`config.mk`:
```
export PLATFORM = sky130hd
export DESIGN_NAME = delay_multi_timer
export DESIGN_NICKNAME = d
export VERILOG_FILES = /design/src/rtl/delay_pkg.sv /design/src/rtl/delay_chan.sv /design/src/rtl/delay_multi_timer.sv
export SDC_FILE = /design/constraint.sdc
export NUM_CORES = 1
export LEC_CHECK = 0
export CORE_MARGIN = 2
export CORE_UTILIZATION = 54
export DETAILED_ROUTE_END_ITERATION = 10
export HOLD_SLACK_MARGIN = 0.08
export MAX_ROUTING_LAYER = met4
export PLACE_DENSITY = 0.73
export SETUP_SLACK_MARGIN = 0.3
export SKIP_LAST_GASP = 1
export SYNTH_ARGS = -nofsm -noshare
export SYNTH_HDL_FRONTEND = slang
export SYNTH_SLANG_ARGS = --single-unit
```
`constraint.sdc`:
```
create_clock -name clk -period 2.2 [get_ports clk]
set_input_delay 0.44 -clock clk [delete_from_list [all_inputs] [get_ports clk]]
set_output_delay 0.44 -clock clk [all_outputs]
set_load 0.02 [all_outputs]
```
`src/rtl/delay_pkg.sv`:
```
// Shared types and default sizing for the delay timer bank.
//   dly_mode_e : per-channel behaviour at terminal count (wrap or park)
//   CBITS_DEF  : default counter/period width
//   N_DEF      : default period loaded at reset
package delay_pkg;

   typedef enum logic {
      DLY_PERIODIC = 1'b0,
      DLY_ONESHOT  = 1'b1
   } dly_mode_e;

   localparam int unsigned CBITS_DEF = 14;
   localparam int unsigned N_DEF     = 15000;

endpackage

```
`src/rtl/delay_chan.sv`:
```
// One programmable-period delay channel: counts 0..per, flags terminal
// count, then wraps (periodic) or parks with a sticky done (one-shot).
// Ports:
//   clk, rst  : clock, synchronous active-high reset
//   en        : count enable
//   mode      : DLY_PERIODIC / DLY_ONESHOT
//   ld        : load strobe already decoded for this channel
//   ld_val    : new period
//   sig       : terminal-count indication (cnt == per and not done)
//   err       : cnt > per, sanity flag
//   flg       : cnt < per
//   done      : one-shot completed, sticky until rst/ld
module delay_chan
   import delay_pkg::*;
#(
   parameter int unsigned CBITS     = CBITS_DEF,
   parameter int unsigned DEFAULT_N = N_DEF
) (
   input  logic             clk,
   input  logic             rst,
   input  logic             en,
   input  dly_mode_e        mode,
   input  logic             ld,
   input  logic [CBITS-1:0] ld_val,
   output logic             sig,
   output logic             err,
   output logic             flg,
   output logic             done
);

   logic [CBITS-1:0] cnt, cnt_nxt;
   logic [CBITS-1:0] per, per_nxt;
   logic             done_q, done_nxt;

   // Next-state: load beats counting; en=0 holds everything.
   always_comb begin
      cnt_nxt  = cnt;
      per_nxt  = per;
      done_nxt = done_q;
      if (ld) begin
         per_nxt  = ld_val;
         cnt_nxt  = '0;
         done_nxt = 1'b0;
      end else if (en) begin
         if (cnt < per) begin
            cnt_nxt = cnt + CBITS'(1);
         end else if (mode == DLY_PERIODIC) begin
            cnt_nxt = '0;
         end else begin
            done_nxt = 1'b1;
         end
      end
   end

   // State register.
   always_ff @(posedge clk) begin
      if (rst) begin
         cnt    <= '0;
         per    <= CBITS'(DEFAULT_N);
         done_q <= 1'b0;
      end else begin
         cnt    <= cnt_nxt;
         per    <= per_nxt;
         done_q <= done_nxt;
      end
   end

   // Output decode straight from the registers.
   assign sig  = (cnt == per) && !done_q;
   assign flg  = (cnt < per);
   assign err  = (cnt > per);
   assign done = done_q;

endmodule

```
`src/rtl/delay_multi_timer.sv`:
```
// Bank of NCH independent programmable-period delay channels.
// Ports:
//   clk, rst : clock, synchronous active-high reset
//   en       : per-channel count enable
//   mode     : per-channel mode (0 periodic, 1 one-shot)
//   ld       : period load strobe
//   ld_ch    : channel addressed by ld (out-of-range values are ignored)
//   ld_val   : new period value
//   sig      : per-channel terminal-count pulse
//   err      : per-channel cnt > period sanity flag
//   flg      : per-channel cnt < period
//   done     : per-channel sticky one-shot completion
//   any_sig  : OR of sig
module delay_multi_timer
   import delay_pkg::*;
#(
   parameter int unsigned NCH       = 4,
   parameter int unsigned CBITS     = CBITS_DEF,
   parameter int unsigned DEFAULT_N = N_DEF
) (
   input  logic                                    clk,
   input  logic                                    rst,
   input  logic [NCH-1:0]                          en,
   input  logic [NCH-1:0]                          mode,
   input  logic                                    ld,
   input  logic [((NCH > 1) ? $clog2(NCH) : 1)-1:0] ld_ch,
   input  logic [CBITS-1:0]                        ld_val,
   output logic [NCH-1:0]                          sig,
   output logic [NCH-1:0]                          err,
   output logic [NCH-1:0]                          flg,
   output logic [NCH-1:0]                          done,
   output logic                                    any_sig
);

   localparam int unsigned CHW = (NCH > 1) ? $clog2(NCH) : 1;

   // Address compare per channel; addresses >= NCH match no channel.
   for (genvar c = 0; c < NCH; c++) begin : g_chan
      logic ld_c;
      assign ld_c = ld && (ld_ch == CHW'(c));

      delay_chan #(
         .CBITS     (CBITS),
         .DEFAULT_N (DEFAULT_N)
      ) u_chan (
         .clk    (clk),
         .rst    (rst),
         .en     (en[c]),
         .mode   (dly_mode_e'(mode[c])),
         .ld     (ld_c),
         .ld_val (ld_val),
         .sig    (sig[c]),
         .err    (err[c]),
         .flg    (flg[c]),
         .done   (done[c])
      );
   end

   assign any_sig = |sig;

endmodule
```
# ---- Word level (Yosys, flattened, before mapping)
# Index checks and enable logic that the tools add are counted.
dict set report op_classes {
  magnitude_cmp 8
  addsub 4
  eq_ne 11
  n_mux 8
  n_bitwise 4
  reduce_logical 26
}
# op count
set ops {}
lappend ops {{two-way mux 14 bit} 8}
lappend ops {{adder 14 x 1 -> 14 bit (second input constant)} 4}
lappend ops {{equality test 14 bit} 4}
lappend ops {{greater-than comparator 14 bit} 4}
lappend ops {{less-than comparator 14 bit} 4}
lappend ops {{AND reduction 3 bit} 4}
lappend ops {{logical AND 1 bit} 8}
lappend ops {{!= test 2 x 1 -> 1 bit (second input constant)} 4}
lappend ops {{AND reduction 2 bit} 4}
lappend ops {{OR reduction 2 bit} 4}
lappend ops {{equality test 2 bit (second input constant)} 2}
lappend ops {{zero test 1 bit} 4}
lappend ops {{NOT 1 bit} 4}
lappend ops {{OR reduction 4 bit} 1}
lappend ops {{equality test 2 x 1 -> 1 bit (second input constant)} 1}
lappend ops {{zero test 2 bit} 1}
dict set report word_totals {
  out_inout_bits 17
  register_bits 116
  word_cells 73
  input_bits 27
}

# ---- Longest topological paths before layout
dict set report logic_depth {
  depth_word 3
  mapped_depth 10
  mapped_depth_nobuf 9
}

# ---- By module
# A second synthesis with hierarchy kept.
dict set report hier_totals {
  hier_cells 821
  hier_area_um2 7035.5
}
# module area_per_inst_um2 seq_area_each_um2 cells_each n_inst
set by_module_without_submodules {}
lappend by_module_without_submodules {delay_chan 1749.2 580.6 204 4}
lappend by_module_without_submodules {delay_multi_timer 38.8 0.0 5 1}

# ---- Least setup slack after synthesis
# Ideal clock, no wire load.
dict set report synth_path {
  path_kind {register -> output}
  from {register g_chan[1].u_chan.cnt[9]}
  to {output port err[1]}
  path_buffers 2
  setup_slack_ns -0.126
  t_required_ns 1.760
  path_stages_with_launch 10
  arrival_time_ns 1.886
  path_cell_list {dfxtp_1 > ha_1 > and2_1 > a221o_1 > a21oi_1 > nand2_1 > inv_1 > buf_2 > nor2_1 > buf_4}
}
dict set report synth_between {
  elab_chain_len 1
}
# element line
set synth_lines {}
lappend synth_lines {{from (decl)} delay_chan.sv:31} ;# logic [CBITS-1:0] cnt, cnt_nxt;
lappend synth_lines {{from (signal assigned)} delay_chan.sv:62} ;# cnt <= cnt_nxt;
lappend synth_lines {{greater-than comparator 14 bit} delay_chan.sv:71} ;# assign err = (cnt > per);
lappend synth_lines {{to (decl)} delay_multi_timer.sv:29} ;# output logic [NCH-1:0] err,
# No other way between the ends.

# ---- Final worst setup path
dict set report layout_path {
  from {register g_chan[1].u_chan.per[1]}
  to {output port any_sig}
}
dict set report layout_between {
  elab_chain_len 3
}
# element line
set layout_lines {}
lappend layout_lines {{from (decl)} delay_chan.sv:32} ;# logic [CBITS-1:0] per, per_nxt;
lappend layout_lines {{from (signal assigned)} delay_chan.sv:59} ;# per <= CBITS'(DEFAULT_N);
lappend layout_lines {{from (signal assigned)} delay_chan.sv:63} ;# per <= per_nxt;
lappend layout_lines {{equality test 14 bit} delay_chan.sv:69} ;# assign sig = (cnt == per) && !done_q;
lappend layout_lines {{logical AND 1 bit} delay_chan.sv:69}
lappend layout_lines {{OR reduction 4 bit} delay_multi_timer.sv:59} ;# assign any_sig = |sig;
lappend layout_lines {{to (decl)} delay_multi_timer.sv:32} ;# output logic any_sig
# No other way between the ends.

==> results.py <==
metrics = {
    "worst_setup_path": {
        "rr_endpoint": "g_chan[2].u_chan.cnt[3]$_SDFFE_PP0P_",
        "critical_path.cell_chain": "inv_1 -> ha_1 -> nand2_1 -> nor4_1 -> buf_4 -> or4_4 -> buf_6",
        "crit_buf_inv": 3,
        "crit_cells": 7,
        "startpoint": "g_chan[1].u_chan.per[1]$_SDFFE_PP0P_",
        "cp_slowest_cell": "or4_4",
        "critPathKind": "register to primary output",
        "r2r_slack_ns": -0.31,
        "startpoint_type": "register",
        "crit_arrival_ns": 2.23,
        "r2r_start": "g_chan[2].u_chan.per[3]$_SDFFE_PP1P_",
        "cp-end-kind": "primary output",
        "slowest_delay_ns": 0.51,
        "worstPathMaxFanout": 2,
        "cp.required_ns": 1.76,
        "critPathTopFamily": "simple AND/OR/NAND/NOR gates",
        "r2r_cells": 10,
        "crit_end": "any_sig",
    },
    "floorplanning": {
        "std_cell_rows": 40,
        "core_um2": 12110,
        "die_height_um": 115.8,
        "die_area_um2": 13410,
        "chipWidth_um": 115.8,
        "boundaryPins": 44,
        "initial_core_util_pct": 55.73,
    },
    "synth": {
        "synthesis.area_um2": 6750,
        "ys_seq_elements": 116,
        "synth.area.mux_share_pct": 2.688,
        "yosys.area_share.adder_pct": 11.12,
        "ys_top_cells_by_area": "dfxtp_1 (34%), ha_1 (11%), nand2_1 (7.0%)",
        "synthXorXnorAreaFrac_pct": 0,
        "synth_area_per_cell_um2": 8.017,
        "yosys.area_share.simple_pct": 24.21,
        "synth_edf_count": 0,
        "async_reset_ff_share_pct": 0,
        "synthCells": 842,
        "ys_types": 61,
        "yosys.area.top_type": "dfxtp_1",
        "seq_area_frac_synth_pct": 34.40,
        "yosysTopAreaCellShare_pct": 34.40,
        "synth_compound_area_share_pct": 19.67,
        "synth_nets": 929,
        "synth_warnings": 0,
        "synth_top_family_by_area": "simple AND/OR/NAND/NOR gates",
        "ys.flop_type": "dfxtp_1",
    },
    "clock_network": {
        "clk_latency_ns": 0.44,
        "root_buffer": "clkbuf_16",
        "cts-htree-levels": 4,
        "clk_pin_slew_ns": 0.06,
        "clockBufferDepth": 2,
        "hold_buffers": 0,
        "cts.sinks": 116,
        "cts_tree": "yes",
        "cts_buffers": 17,
    },
    "placed_design": {
        "pre_cts_ws_ns": -0.4969,
        "dpl.hpwl_um": 13830,
        "gp_congestion": 0.8720,
        "dpl_cell_area_um2": 8539,
        "portBuffers": 43,
    },
    "sta": {
        "max-slew-margin-rel_pct": 64.97,
        "timing.hold.ws_ns": 0.3800,
        "max_freq_ghz": 0.3749,
        "tightestPinTransition_ns": 0.5215,
        "period_needed_ns": 2.667,
        "rsz0062_at_grt": "yes",
        "setup_violations": 68,
        "maxSlewViolCount": 0,
        "skew_ns": 0.009446,
        "hold_violations": 0,
        "fin_ws_ns": -0.4673,
        "fin_crit_sh_pct": 121.2,
    },
    "routing": {
        "ant_nets": 0,
        "first_pass_iters": 6,
        "wl_per_cell_um": 22.01,
        "drtIter0Drc": 1127,
        "vias_per_cell": 6.417,
        "vias": 8073,
        "drt-total-wl_um": 27680,
        "post-route-drc-count": 0,
    },
    "final_layout": {
        "antennaDiodeCount": 0,
        "seq_area_um2": 2419,
        "nNetsFinal": 1164,
        "design_area_um2": 10660,
        "area_growth_pct": 57.94,
        "multi_input_area_um2": 4872,
        "post-route-util_pct": 88.03,
        "drive_gt1_share_pct": 45.96,
        "fillers": 551,
    },
    "grt": {
        "antenna_found_initial": 0,
        "grt_pass1_wl_um": 37200,
        "grt_pass1_vias": 7528,
        "grt_max_degree": 37,
        "track_usage_pct": 36.85,
        "grt-ovfl-total": 0,
    },
    "power_and_ir_drop": {
        "vdd_ir_drop_max_uv": 554.7,
        "p_leak_nw": 4.636,
        "p_per_area_nw_per_um2": 548.4,
    },
    "job": {
        "maxCapViolCount": 0,
    },
    "outcome": {
        "violations": "negative setup slack",
        "status": "finished with violations",
    },
    "hold_path": {
        "hold_path_class": "input port to register",
    },
}
[area by class of cell]
class,count,share of cell area (%)
multi-input combinational,607,45.70
clock inverter,8,1.138
sequential,116,22.69
inverter,75,2.687
timing repair buffer,260,21.21
tap,168,1.972
clock buffer,24,4.612
[cells in the mapped netlist, types with 7 or more instances]
library cell / count
nand3b_1: 11
o21ai_0: 16
a211o_1: 22
inv_1: 75
clkbuf_1: 23
a21oi_1: 58
nor2_1: 84
o21a_1: 7
a22oi_1: 19
and3_1: 20
dfxtp_1: 116
ha_1: 60
nand3_1: 31
buf_4: 16
a21o_1: 8
mux2_2: 9
mux2i_1: 8
nor3_1: 10
nand4_1: 16
a221o_1: 17
and4_1: 10
nand2_1: 125
[cells by family (layout without fill, tap and decap cells)]
group,count (synthesis),in the layout
AO/OA/AOI/OAI,186,186
adder cells (fa/ha/maj),60,60
buffers and inverters,121,367
flip-flops,116,116
multiplexers,17,17
AND/OR/NAND/NOR,342,344
[metal layers]
layer,up-vias,track usage [%],share of wire [%]
li1,3446,-,-
met1,3845,41.15,36
met2,569,62.88,49
met3,213,8.264,9.0
met4,0,16.83,6.8
met5,-,-,0
[layout by cell type (no fill, tap or decap), types with 5 or more instances in the layout]
cell type        netlist  layout
clkdlybuf4s50_1        0      25
a21oi_2                0      12
dfxtp_2                0      59
and4_1                10       6
a22oi_2                0      19
nand2_1              125     116
a21o_1                 8       8
o21ai_0               16       9
o21a_1                 7       7
buf_6                  2      40
mux2_2                 9       9
nor3_1                10       5
a31oi_1                6       5
inv_1                 75      43
ha_1                  60      24
and3_1                20      20
buf_4                 16     179
a221o_1               17      17
dfxtp_1              116      51
a211o_1               22      22
nand3_1               31      28
nand4_1               16      16
nor2_1                84      81
a21oi_1               58      44
and2_4                 3       7
clkbuf_16              0      17
nand2_2                0       8
nand3b_1              11      11
and4_4                 0       5
o21ai_1                0       6
ha_4                   0      36
dfxtp_4                0       6
inv_2                  0      30
mux2i_1                8       8
[worst reg2reg max path, stage by stage (launching register included)]
cell and delay, ns:
dfxtp_2 0.32, inv_2 0.05, ha_4 0.23, a21o_1 0.17, a21oi_2 0.17, o221ai_2 0.15, buf_4 0.17, a2111o_1 0.51
buf_6 0.19, a22o_4 0.25, a22o_1 0.18
[where the power goes]
part,switching (mW),internal (mW)
logic,0.395,0.320
registers,0.0345,2.15
clock network,1.05,1.90
[metrics by stage]
step | total power, mW | instances | TNS (ns)
after floorplan | 2.500 | 842 | -0.2725
after global placement | 2.722 | 1152 | -5.926
after detailed placement | 2.751 | 1152 | -7.405
after CTS | 5.699 | 1229 | -5.300
after global routing | 5.943 | 1258 | -16.92
final | 5.846 | 1258 | -13.12
[worst min path at each step]
stage | startpoint | to | slack [ns] | cells after the start
after global routing | rst | g_chan[0].u_chan.per[1]$_SDFFE_PP0P_ | 0.39 | 2
after CTS | rst | g_chan[0].u_chan.per[10]$_SDFFE_PP0P_ | 0.36 | 2
after floorplan | g_chan[0].u_chan.per[10]$_SDFFE_PP0P_ | g_chan[0].u_chan.per[10]$_SDFFE_PP0P_ | 0.43 | 2
final | rst | g_chan[0].u_chan.per[2]$_SDFFE_PP0P_ | 0.38 | 2
after detailed placement | g_chan[0].u_chan.per[2]$_SDFFE_PP0P_ | g_chan[0].u_chan.per[2]$_SDFFE_PP0P_ | 0.45 | 2
after global placement | g_chan[0].u_chan.per[10]$_SDFFE_PP0P_ | g_chan[0].u_chan.per[10]$_SDFFE_PP0P_ | 0.44 | 2
[state kept, by name, summed over array words and instances (netlist names)]
register,flops
g_chan.u_chan.cnt,56
g_chan.u_chan.per,56
g_chan.u_chan.done,4
[repair_timing]
item | in CTS | in global routing
buffers inserted | 39 | 28
gates resized for setup | 225 | 87
hold endpoints to repair | 0 | 0
cloned | 6 | 1
pin swaps | 83 | 60
endpoints found under the setup margin | 71 | 74
No activity file was read; power rests on OpenSTA's default activity.
